==> config.mk <==
export PLATFORM = sky130hd
export DESIGN_NAME = rx_packet_buffer
export DESIGN_NICKNAME = d
export VERILOG_FILES = /design/src/rtl/rx_buf_pkg.sv /design/src/rtl/rx_buf_mem.sv /design/src/rtl/rx_packet_buffer.sv
export SDC_FILE = /design/constraint.sdc
export NUM_CORES = 1
export LEC_CHECK = 0
export CORE_MARGIN = 4
export CORE_UTILIZATION = 40
export DETAILED_ROUTE_END_ITERATION = 10
export PLACE_DENSITY = 0.61
export REMOVE_ABC_BUFFERS = 1
export SLEW_MARGIN = 40
export SYNTH_ARGS = -nofsm -noshare
export SYNTH_HDL_FRONTEND = slang
export SYNTH_SLANG_ARGS = --single-unit
export TNS_END_PERCENT = 20
==> constraint.sdc <==
create_clock -name clk -period 10.1 [get_ports clk]
set_clock_uncertainty 0.2 [all_clocks]
set_input_delay 2.02 -clock clk [delete_from_list [all_inputs] [get_ports clk]]
set_output_delay 2.02 -clock clk [all_outputs]
set_load 0.01 [all_outputs]
==> src/rtl/rx_buf_pkg.sv <==
// rx_buf_pkg: shared types and helpers for the RX packet buffer.
//   rxbuf_state_t : write-side FSM states (IDLE / RECV / DROP)
//   DATA_W_DEF    : default byte width
//   ptr_w()       : pointer width for a given depth (one extra wrap bit)
package rx_buf_pkg;

    typedef enum logic [1:0] {
        IDLE = 2'd0,
        RECV = 2'd1,
        DROP = 2'd2
    } rxbuf_state_t;

    localparam int DATA_W_DEF = 8;

    // Pointers carry one bit beyond the address so full and empty differ.
    function automatic int ptr_w(input int depth);
        return $clog2(depth) + 1;
    endfunction

endpackage

==> src/rtl/rx_buf_mem.sv <==
// rx_buf_mem: DEPTH x DATA_W byte store.
//   clk   in  : write clock
//   we    in  : write enable
//   waddr in  : write address
//   wdata in  : write data
//   raddr in  : read address (asynchronous read)
//   rdata out : contents at raddr
// No reset: the reader never sees a location before it has been written.
module rx_buf_mem
    import rx_buf_pkg::*;
#(
    parameter int DEPTH  = 64,
    parameter int DATA_W = DATA_W_DEF,
    parameter int AW     = ptr_w(DEPTH) - 1
) (
    input  logic              clk,
    input  logic              we,
    input  logic [AW-1:0]     waddr,
    input  logic [DATA_W-1:0] wdata,
    input  logic [AW-1:0]     raddr,
    output logic [DATA_W-1:0] rdata
);

    logic [DATA_W-1:0] mem_q [DEPTH];

    always_ff @(posedge clk) begin
        if (we) mem_q[waddr] <= wdata;
    end

    assign rdata = mem_q[raddr];

endmodule

==> src/rtl/rx_packet_buffer.sv <==
// rx_packet_buffer: byte store behind the USB receiver control unit.
// Bytes of a packet are written speculatively (wr_ptr) and become visible
// to the reader (cm_ptr) only when rcving falls cleanly. Errored or
// overrun packets are discarded by rolling wr_ptr back to cm_ptr.
// Ports:
//   clk, rst            : clock, asynchronous active-high reset
//   rcving              : packet in flight
//   w_enable, rcv_data  : byte strobe and byte
//   r_error             : receiver error level
//   r_enable            : reader pop request
//   r_data              : head committed byte, first-word-fall-through (0 when empty)
//   empty, full         : no committed bytes / buffer space exhausted (incl. in-flight)
//   byte_count          : committed unread bytes
//   pkt_done            : one-cycle pulse when a non-empty packet commits
//   overrun             : sticky, last packet dropped for lack of space
//   drop_cnt            : saturating dropped-packet count (only with RXBUF_STATS_EN)
// Build option: define RXBUF_STATS_EN to add the drop_cnt output.
module rx_packet_buffer
    import rx_buf_pkg::*;
#(
    parameter int DEPTH  = 64,
    parameter int DATA_W = DATA_W_DEF
) (
    input  logic                    clk,
    input  logic                    rst,
    input  logic                    rcving,
    input  logic                    w_enable,
    input  logic [DATA_W-1:0]       rcv_data,
    input  logic                    r_error,
    input  logic                    r_enable,
    output logic [DATA_W-1:0]       r_data,
    output logic                    empty,
    output logic                    full,
    output logic [ptr_w(DEPTH)-1:0] byte_count,
    output logic                    pkt_done,
`ifdef RXBUF_STATS_EN
    output logic [7:0]              drop_cnt,
`endif
    output logic                    overrun
);

    localparam int PW = ptr_w(DEPTH);
    localparam int AW = PW - 1;

    rxbuf_state_t      state_q, state_d;
    logic              rcving_q;
    logic [PW-1:0]     wr_ptr_q, wr_ptr_d;
    logic [PW-1:0]     cm_ptr_q, cm_ptr_d;
    logic [PW-1:0]     rd_ptr_q, rd_ptr_d;
    logic              pkt_done_q, pkt_done_d;
    logic              overrun_q, overrun_d;
    logic              mem_we;
    logic              drop_evt;
    logic              rcv_rise, rcv_fall;
    logic              empty_w, full_w, pop;
    logic [DATA_W-1:0] mem_rdata;
`ifdef RXBUF_STATS_EN
    logic [7:0]        drop_cnt_q, drop_cnt_d;
`endif

    assign rcv_rise = rcving & ~rcving_q;
    assign rcv_fall = ~rcving & rcving_q;

    // Reader only ever sees committed data; full counts in-flight bytes.
    assign empty_w = (rd_ptr_q == cm_ptr_q);
    assign full_w  = ((wr_ptr_q - rd_ptr_q) == PW'(DEPTH));
    assign pop     = r_enable & ~empty_w;

    always_comb begin
        state_d    = state_q;
        wr_ptr_d   = wr_ptr_q;
        cm_ptr_d   = cm_ptr_q;
        rd_ptr_d   = rd_ptr_q + PW'(pop);
        pkt_done_d = 1'b0;
        overrun_d  = overrun_q;
        mem_we     = 1'b0;
        drop_evt   = 1'b0;
        case (state_q)
            IDLE: begin
                if (rcv_rise) begin
                    state_d   = RECV;
                    overrun_d = 1'b0;
                end
            end
            RECV: begin
                if (r_error) begin
                    state_d  = DROP;
                    wr_ptr_d = cm_ptr_q;
                    drop_evt = 1'b1;
                end else if (w_enable && full_w) begin
                    state_d   = DROP;
                    wr_ptr_d  = cm_ptr_q;
                    overrun_d = 1'b1;
                    drop_evt  = 1'b1;
                end else begin
                    if (w_enable) begin
                        mem_we   = 1'b1;
                        wr_ptr_d = wr_ptr_q + PW'(1);
                    end
                    // Commit uses wr_ptr_d so a byte on the falling cycle is included.
                    if (rcv_fall) begin
                        state_d    = IDLE;
                        cm_ptr_d   = wr_ptr_d;
                        pkt_done_d = (wr_ptr_d != cm_ptr_q);
                    end
                end
            end
            DROP: begin
                if (!rcving) state_d = IDLE;
            end
            default: state_d = IDLE;
        endcase
    end

`ifdef RXBUF_STATS_EN
    always_comb begin
        drop_cnt_d = drop_cnt_q;
        if (drop_evt && drop_cnt_q != 8'hFF) drop_cnt_d = drop_cnt_q + 8'd1;
    end
`endif

    always_ff @(posedge clk or posedge rst) begin
        if (rst) begin
            state_q    <= IDLE;
            rcving_q   <= 1'b0;
            wr_ptr_q   <= '0;
            cm_ptr_q   <= '0;
            rd_ptr_q   <= '0;
            pkt_done_q <= 1'b0;
            overrun_q  <= 1'b0;
`ifdef RXBUF_STATS_EN
            drop_cnt_q <= 8'd0;
`endif
        end else begin
            state_q    <= state_d;
            rcving_q   <= rcving;
            wr_ptr_q   <= wr_ptr_d;
            cm_ptr_q   <= cm_ptr_d;
            rd_ptr_q   <= rd_ptr_d;
            pkt_done_q <= pkt_done_d;
            overrun_q  <= overrun_d;
`ifdef RXBUF_STATS_EN
            drop_cnt_q <= drop_cnt_d;
`endif
        end
    end

    rx_buf_mem #(
        .DEPTH (DEPTH),
        .DATA_W(DATA_W),
        .AW    (AW)
    ) u_mem (
        .clk  (clk),
        .we   (mem_we),
        .waddr(wr_ptr_q[AW-1:0]),
        .wdata(rcv_data),
        .raddr(rd_ptr_q[AW-1:0]),
        .rdata(mem_rdata)
    );

    assign r_data     = empty_w ? '0 : mem_rdata;
    assign empty      = empty_w;
    assign full       = full_w;
    assign byte_count = cm_ptr_q - rd_ptr_q;
    assign pkt_done   = pkt_done_q;
    assign overrun    = overrun_q;
`ifdef RXBUF_STATS_EN
    assign drop_cnt   = drop_cnt_q;
`endif

endmodule

==> results.sh, run 1 <==
export IMPL_cts_htree_levels=2
export IMPL_worstMarginPinSlew_ps=858
export IMPL_drc=0
export IMPL_synth_compound_area_frac=0.0449
export IMPL_rsz0062_at_grt="false"
export IMPL_start_kind="flop"
export IMPL_period_needed_ps=6670
export IMPL_multiInputGateArea_um2=5460
export IMPL_ff2ff_setup_slack_ps=5160
export IMPL_synth_area_mux_share=0.136
export IMPL_async_flop_share=0.0483
export IMPL_dieArea_um2=58500
export IMPL_portBuffers=32
export IMPL_synthCells=1135
export IMPL_synth_adder_area_share=0.00949
export IMPL_r2r_start="rd_ptr_q[2]"
export IMPL_detail_route_antenna_nets=0
export IMPL_hp_start="overrun"
export IMPL_clockBufferDepth=3
export IMPL_cts_num_sinks=538
export IMPL_peakVddDrop_v=0.000218
export IMPL_num_rows=85
export IMPL_cp_endpoint="r_data[0]"
export IMPL_grt_util_met2=0.272
export IMPL_synth_top_family_by_area="multiplexers"
export IMPL_grt_first_pass_wirelength_um=75900
export IMPL_drv_slew=0
export IMPL_setup_viol=0
export IMPL_tns_ps=0
export IMPL_hold_viol=0
export IMPL_yosysWarnings=0
export IMPL_start_util=0.405
export IMPL_numCtsBuffers=53
export IMPL_core_region_area_um2=54000
export IMPL_syn_to_final_growth_pct=12.0
export IMPL_whs_ps=319
export IMPL_yosysSeqAreaShare=0.732
export IMPL_grt_total_usage=0.174
export IMPL_grt_use_met1=0.244
export IMPL_antenna_found_initial=0
export IMPL_crit_path_end_kind="output port"
export IMPL_hpwl_um=30500
export IMPL_drive_above_1_share=0.242
export IMPL_dieHeight_um=242
export IMPL_cts_resized=0
export IMPL_p_leak_nw=7.68
export IMPL_powerDensity_nw_per_um2=274
export IMPL_critPathKind="reg -> out"
export IMPL_initialDrtViolationCount=1113
export IMPL_clk_pin_slew_ps=60
export IMPL_fmax_mhz=150
export IMPL_regArea_um2=16000
export IMPL_layout_nets=1211
export IMPL_status="completed"
export IMPL_netlist_area_leader_share=0.702
export IMPL_hp_class="reg -> reg"
export IMPL_fillCellCount=4538
export IMPL_die_width_um=242
export IMPL_cts_tree="done"
export IMPL_synth_top_cells_by_count="edfxtp_1, mux4_2, nor2_1"
export IMPL_cts_setup_buffers=0
export IMPL_worstPathMaxFanout=64
export IMPL_avgSynthCellArea_um2=19.3
export IMPL_synth_area_top_cells="edfxtp_1, mux4_2, dfrtp_1"
export IMPL_wirelength_um=51600
export IMPL_clkLatencyLatePin_ps=630
export IMPL_grt_max_degree=112
export IMPL_synth_ff_type="edfxtp_1"
export IMPL_cts_root_buf="clkbuf_16"
export IMPL_cp_required_ps=7880
export IMPL_cts_hold_buffers_added=0
export IMPL_ff2ff_path_depth=10
export IMPL_grt_overflow=0
export IMPL_routed_via_density=5.78
export IMPL_gp_congestion=0.844
export IMPL_use_met3=0.0357
export IMPL_synthDistinctLibCells=67
export IMPL_ys_ff_latch=538
export IMPL_wire_per_inst_um=27.0
export IMPL_synth_simple_area_share=0.0444
export IMPL_synth_most_common_cell="edfxtp_1"
export IMPL_grt_pass1_vias=11200
export IMPL_timing_rr_end="u_mem.mem_q[12][6]"
export IMPL_synth_edf_count=512
export IMPL_antenna_cells=0
export IMPL_cap_violations=0
export IMPL_synth_xor_area_frac=0.0100
export IMPL_first_pass_iters=5
export IMPL_finalCritPeriodShare=0.661
export IMPL_grt_busiest_layer="met2"
export IMPL_via_count=11100
export IMPL_startpoint="rd_ptr_q[0]"
export IMPL_slew_headroom=0.424
export IMPL_cp_arrival_ps=4450
export IMPL_yosys_area_top_type="edfxtp_1"
export IMPL_io_pins=33
export IMPL_mappedNetlistArea_um2=21900
critical path, cell delays in order (launching register included):
cell	delay, ps
dfrtp_4	670
buf_12	400
buf_16	370
mux4_2	300
a22oi_1	100
a21oi_1	380
nor3_1	100
a311oi_1	730
clkdlybuf4s50_1	690
power breakdown:
part           switching (mW)  internal (mW)  total (mW)
sequential              0.136           2.50        2.63
combinational            1.24          0.984        2.22
clock                   0.857          0.995        1.85
total                    2.23           4.47        6.71
sequential cells by signal, summed over array words and instances, names as in the netlist:
signal / flops
u_mem.mem_q: 512
overrun: 1
state_q: 2
rcving_q: 1
rd_ptr_q: 7
pkt_done: 1
cm_ptr_q: 7
wr_ptr_q: 7
worst min path at each step:
| stage | to | slack (ps) | cells past startpoint |
|---|---|---|---|
| floorplan | rd_ptr_q[6] | 300 | 1 |
| global placement | overrun | 310 | 2 |
| detailed placement | overrun | 320 | 2 |
| CTS | overrun | 330 | 2 |
| global route | rd_ptr_q[6] | 350 | 1 |
| finish | overrun | 320 | 2 |
layout make-up:
class | instances | area share
sequential | 538 | 0.654
multi-input combinational | 514 | 0.223
clock buffer | 63 | 0.0556
tap | 696 | 0.0355
timing repair buffer | 49 | 0.0191
clock inverter | 27 | 0.00949
inverter | 25 | 0.00383
cells in the final DEF (no fill, tap or decap), types with 7 or more instances in the layout:
cell,instances
mux2i_1,24
clkdlybuf4s50_1,24
mux4_1,8
nor2_2,46
mux2_2,17
or4b_1,7
a211oi_1,8
mux4_2,104
nor2_1,35
nand2_1,33
clkbuf_1,10
xor2_1,8
buf_4,14
o21ai_0,10
a22oi_1,30
clkbuf_16,53
clkinv_1,7
dfrtp_1,23
ha_1,15
nor2b_1,9
a221oi_1,9
nor3_1,13
buf_2,7
a21oi_1,29
o22ai_1,16
inv_1,24
xnor2_1,17
nand3_1,7
edfxtp_1,512
clkinv_2,11
routing by layer:
| layer | up-vias | wire length, um | part of all wire |
|---|---|---|---|
| met5 | - | 0 | 0 |
| met4 | 0 | 1660 | 0.032 |
| met3 | 94 | 3520 | 0.068 |
| met2 | 394 | 24400 | 0.47 |
| met1 | 5856 | 22000 | 0.43 |
| li1 | 4714 | - | - |
logic make-up after synthesis:
family	after synthesis
compound gates	135
xor+xnor	25
fa+ha+maj	16
buf+inv	83
flops	538
mux	153
simple gates	185
metrics by stage:
stage	instance area (um^2)	total power, mW	utilization	instances	setup WS, ps
3_5_place_dp	22800	4.87	0.422	1820	3760
3_3_place_gp	22800	4.84	0.421	1819	3610
6_report	24500	6.71	0.454	1912	3430
2_1_floorplan	21500	4.13	-	1077	841
4_1_cts	24400	6.72	0.452	1910	3050
5_1_grt	24500	6.98	0.454	1912	3230
No activity file was read; power rests on OpenSTA's default activity.
==> inputs of run 2 (changes only) <==
PLACE_DENSITY = 0.63   (was 0.61)
clock period = 5.8 ns   (was 10.1 ns; I/O delays follow)
==> run 2 against run 1 <==
Die area is the same; register-to-register slack lost 3600 ps; sequential cell count is the same; combinational power grew 77%.
==> results.sh, run 2 (synthesized netlist as in run 1, its figures left out) <==
export IMPL_peakVddDrop_v=0.000539
export IMPL_cap_violations=0
export IMPL_hold_viol=0
export IMPL_cts_hold_buffers_added=0
export IMPL_final_common_cell="edfxtp_1"
export IMPL_critPathKind="reg -> out"
export IMPL_hp_start="overrun"
export IMPL_layout_common_cells="edfxtp_1, mux4_2, nor2_1"
export IMPL_top_register="u_mem.mem_q"
export IMPL_cts_resized=0
export IMPL_cp_required_ps=4440
export IMPL_hpwl_um=31300
export IMPL_antenna_found_initial=1
export IMPL_ff2ff_setup_slack_ps=1530
export IMPL_grt_total_usage=0.173
export IMPL_dieHeight_um=242
export IMPL_hp_class="reg -> reg"
export IMPL_cts_htree_levels=2
export IMPL_antenna_cells=0
export IMPL_setup_viol=0
export IMPL_status="completed"
export IMPL_placed_cells=1867
export IMPL_drive_above_1_share=0.243
export IMPL_first_pass_iters=7
export IMPL_rsz0062_at_grt="false"
export IMPL_period_needed_ps=5420
export IMPL_clockBufferDepth=3
export IMPL_wire_per_inst_um=25.9
export IMPL_start_util=0.405
export IMPL_cp_arrival_ps=4060
export IMPL_wirelength_um=51000
export IMPL_cts_tree="done"
export IMPL_p_leak_nw=8.01
export IMPL_fin_util=0.463
export IMPL_syn_to_final_growth_pct=14.2
export IMPL_drv_slew=0
export IMPL_cts_num_sinks=538
export IMPL_grt_overflow=0
export IMPL_num_rows=85
export IMPL_drc=0
export IMPL_crit_path_end_kind="output port"
export IMPL_worstMarginPinSlew_ps=899
export IMPL_r2r_start="rd_ptr_q[2]"
export IMPL_clk_pin_slew_ps=60
export IMPL_grt_max_degree=87
export IMPL_grt_pass1_vias=11500
export IMPL_detail_route_antenna_nets=0
export IMPL_routed_via_density=5.69
export IMPL_finalCritPeriodShare=0.935
export IMPL_start_kind="flop"
export IMPL_core_region_area_um2=54000
export IMPL_cts_root_buf="clkbuf_16"
export IMPL_clkLatencyLatePin_ps=620
export IMPL_whs_ps=316
export IMPL_grt_first_pass_wirelength_um=76100
export IMPL_numCtsBuffers=54
export IMPL_largest_reg_flops=512
export IMPL_die_width_um=242
export IMPL_dieArea_um2=58500
export IMPL_finalNonFillerCells=1967
export IMPL_powerDensity_nw_per_um2=485
export IMPL_worstPathMaxFanout=23
export IMPL_portBuffers=32
export IMPL_ff2ff_path_depth=7
export IMPL_timing_rr_end="u_mem.mem_q[6][5]"
export IMPL_gp_congestion=0.834
export IMPL_holdPathStages=2
export IMPL_cts_setup_buffers=0
export IMPL_fmax_mhz=184
export IMPL_hold_path_end="overrun"
export IMPL_via_count=11200
export IMPL_initialDrtViolationCount=1008
export IMPL_slew_headroom=0.401
export IMPL_layout_nets=1257
export IMPL_io_pins=33
==> run 2: cell types whose count changed in the layout (fill, tap and decap cells not counted), sizes merged <==
| cell | before | now |
|---|---|---|
| buf | 25 | 70 |
| clkinvlp | 2 | 3 |
| inv | 26 | 27 |
| clkinv | 23 | 19 |
| clkbuf | 63 | 67 |
| bufinv | 1 | 9 |
==> run 2: routing by layer <==
metal | wire, um | track usage | up-vias
li1 | - | - | 4830
met1 | 21500 | 0.243 | 5846
met2 | 24300 | 0.276 | 431
met3 | 3840 | 0.0341 | 94
met4 | 1340 | 0.0543 | 0
met5 | 0 | 0 | -
==> run 2: critical path, stage by stage (launching register included) <==
cell	delay [ps]
dfrtp_2	590
buf_4	280
nor2_1	670
a22oi_1	160
a21oi_1	330
nor3_1	130
a311oi_1	600
clkdlybuf4s50_1	670
==> run 2: worst max path at each step <==
stage | slack (ps) | end | startpoint | cells past startpoint
global route | 230 | r_data[4] | rd_ptr_q[0] | 8
global placement | 1150 | r_data[5] | rd_ptr_q[2] | 7
floorplan | -2600 | r_data[0] | rd_ptr_q[0] | 4
finish | 380 | r_data[7] | rd_ptr_q[2] | 7
CTS | 410 | r_data[7] | rd_ptr_q[2] | 7
detailed placement | 1140 | r_data[2] | rd_ptr_q[0] | 8
==> run 2: layout make-up <==
type,count,area [um^2]
inverter,25,93.8
tap,696,871
multi-input combinational,514,5370
sequential,538,16000
fill,4591,29000
timing repair buffer,94,801
clock inverter,33,407
clock buffer,67,1420
==> run 2: stage by stage <==
stage	power (mW)	area (um^2)	setup slack (ps)	setup TNS [ps]
detailed placement	8.61	23200	1140	0
finish	12.1	25000	376	0
CTS	12.2	25000	408	0
floorplan	7.20	21500	-2600	-1144120
global route	12.7	25000	235	0
global placement	8.58	23200	1150	0
==> run 2: where the power goes <==
| part | internal, mW | switching [mW] |
|---|---|---|
| combinational | 1.79 | 2.14 |
| sequential | 4.35 | 0.241 |
| clock | 2.14 | 1.46 |
==> inputs of run 3 (changes only) <==
PLACE_DENSITY = 0.61   (was 0.63)
SLEW_MARGIN = default   (was 40)
clock period = 5.5 ns   (was 5.8 ns; I/O delays follow)
==> run 3 against run 2 <==
Final area fell by 0.21%; first-iteration DRC count grew 19%; final cell count decreased by 0.10%; sequential power increased by 5.4%; power up 4.6%; core utilization decreased by 0.095 points.
==> results.sh, run 3 (synthesized netlist as in run 1, its figures left out) <==
export IMPL_status="completed"
export IMPL_finalCritPeriodShare=0.966
export IMPL_grt_overflow=0
export IMPL_hpwl_um=31800
export IMPL_gp_congestion=0.864
export IMPL_syn_to_final_growth_pct=14.0
export IMPL_layout_nets=1257
export IMPL_drc=0
export IMPL_core_region_area_um2=54000
export IMPL_dieHeight_um=242
export IMPL_grt_total_usage=0.174
export IMPL_cts_root_buf="clkbuf_16"
export IMPL_grt_max_degree=65
export IMPL_cts_tree="done"
export IMPL_dpl_instance_area_um2=23200
export IMPL_antenna_found_initial=1
export IMPL_worstPathMaxFanout=29
export IMPL_cts_htree_levels=2
export IMPL_grt_first_pass_wirelength_um=75900
export IMPL_powerDensity_nw_per_um2=509
export IMPL_grt_pass1_vias=11500
export IMPL_clkLatencyLatePin_ps=610
export IMPL_via_count=11200
export IMPL_drv_slew=0
export IMPL_clk_pin_slew_ps=60
export IMPL_tns_ps=0
export IMPL_slowest_stage="dfrtp_4"
export IMPL_p_leak_nw=7.99
export IMPL_clockBufferDepth=3
export IMPL_detail_route_antenna_nets=0
export IMPL_cp_arrival_ps=4010
export IMPL_fmax_mhz=188
export IMPL_whs_ps=324
export IMPL_hold_viol=0
export IMPL_start_util=0.405
export IMPL_peakVddDrop_v=0.000307
export IMPL_top_register="u_mem.mem_q"
export IMPL_worstMarginPinSlew_ps=1260
export IMPL_setup_viol=0
export IMPL_cp_required_ps=4200
export IMPL_routed_via_density=5.69
export IMPL_first_pass_iters=5
export IMPL_io_pins=33
export IMPL_cts_hold_buffers_added=0
export IMPL_start_kind="flop"
export IMPL_critPathKind="reg -> out"
export IMPL_drive_above_1_share=0.247
export IMPL_final_area_um2=24900
export IMPL_layout_common_cells="edfxtp_1, mux4_2, nor2_1"
export IMPL_dieArea_um2=58500
export IMPL_numCtsBuffers=54
export IMPL_slew_headroom=0.160
export IMPL_cp_cell_sequence="inv_2 -> nor2_1 -> buf_4 -> a22oi_1 -> a21oi_1 -> nor3_1 -> a311oi_1 -> clkdlybuf4s50_1"
export IMPL_largest_reg_flops=512
export IMPL_rsz0062_at_grt="false"
export IMPL_cts_num_sinks=538
export IMPL_die_width_um=242
export IMPL_crit_path_end_kind="output port"
export IMPL_num_rows=85
export IMPL_antenna_cells=0
export IMPL_cap_violations=0
export IMPL_period_needed_ps=5310
export IMPL_wire_per_inst_um=26.3
export IMPL_portBuffers=32
export IMPL_wirelength_um=51800
export IMPL_critPathMaxStageDelay_ps=680
export IMPL_hp_class="reg -> reg"
export IMPL_initialDrtViolationCount=1201
export IMPL_power_mw=12.7
export IMPL_final_common_cell="edfxtp_1"
-- run 3: changes by cell type in the layout (fill, tap and decap cells not counted), moves of 2 or more --
cell,change
buf_12,+2
clkinv_2,+5
clkinvlp_4,-3
nor3_2,+2
a311oi_2,+2
buf_4,-4
nor2_1,-2
a311oi_1,-2
clkbuf_1,-2
nor2_4,+2
nor3_1,-2
bufinv_16,-3
buf_2,+2
-- run 3: layer usage --
metal,track usage,part of all wire
met5,0,0.00025
met4,0.0519,0.027
met3,0.0407,0.074
met2,0.282,0.48
met1,0.236,0.41
-- run 3: critical path, delay by kind of cell (launching register included) --
kind / cells / cell delay (ps)
flops: 1 / 680
simple gates: 2 / 570
compound gates: 3 / 960
buf+inv: 3 / 1200
-- run 3: stage by stage --
step	std cells	worst slack, ps	utilization
5_1_grt	1965	62.0	0.462
4_1_cts	1964	84.3	0.461
2_1_floorplan	1077	-2840	-
3_3_place_gp	1866	280	0.429
3_5_place_dp	1866	220	0.429
6_report	1965	188	0.462
-- run 3: final cells by class --
class,count,area [um^2]
well taps,696,871
multi-input cells,514,5410
inverters,25,93.8
clock inverters,34,328
repair buffers,94,821
fillers,4567,29100
flip-flops and latches,538,16000
clock buffers,64,1390
-- run 3: path summary, 6_finish.rpt --
kind / from / endpoint / slack (ps) / cells after the start
max: rd_ptr_q[2] / r_data[1] / 190 / 8
min: overrun / overrun / 320 / 2
max reg2reg: rd_ptr_q[2] / u_mem.mem_q[55][7] / 1100 / 8
min reg2reg: overrun / overrun / 320 / 2
max in group asynchronous: rst / rd_ptr_q[2] / 4060 / 3
min in group asynchronous: rst / cm_ptr_q[0] / 680 / 3
-- run 3: where the power goes --
| group | internal (mW) | switching [mW] | total [mW] |
|---|---|---|---|
| clock network | 2.08 | 1.51 | 3.59 |
| registers | 4.59 | 0.252 | 4.84 |
| logic | 1.94 | 2.32 | 4.26 |
-- run 3: repair_timing --
item,in CTS,in global routing
buffers inserted,0,1
resized for setup,7,2
endpoints found under the setup margin,8,4
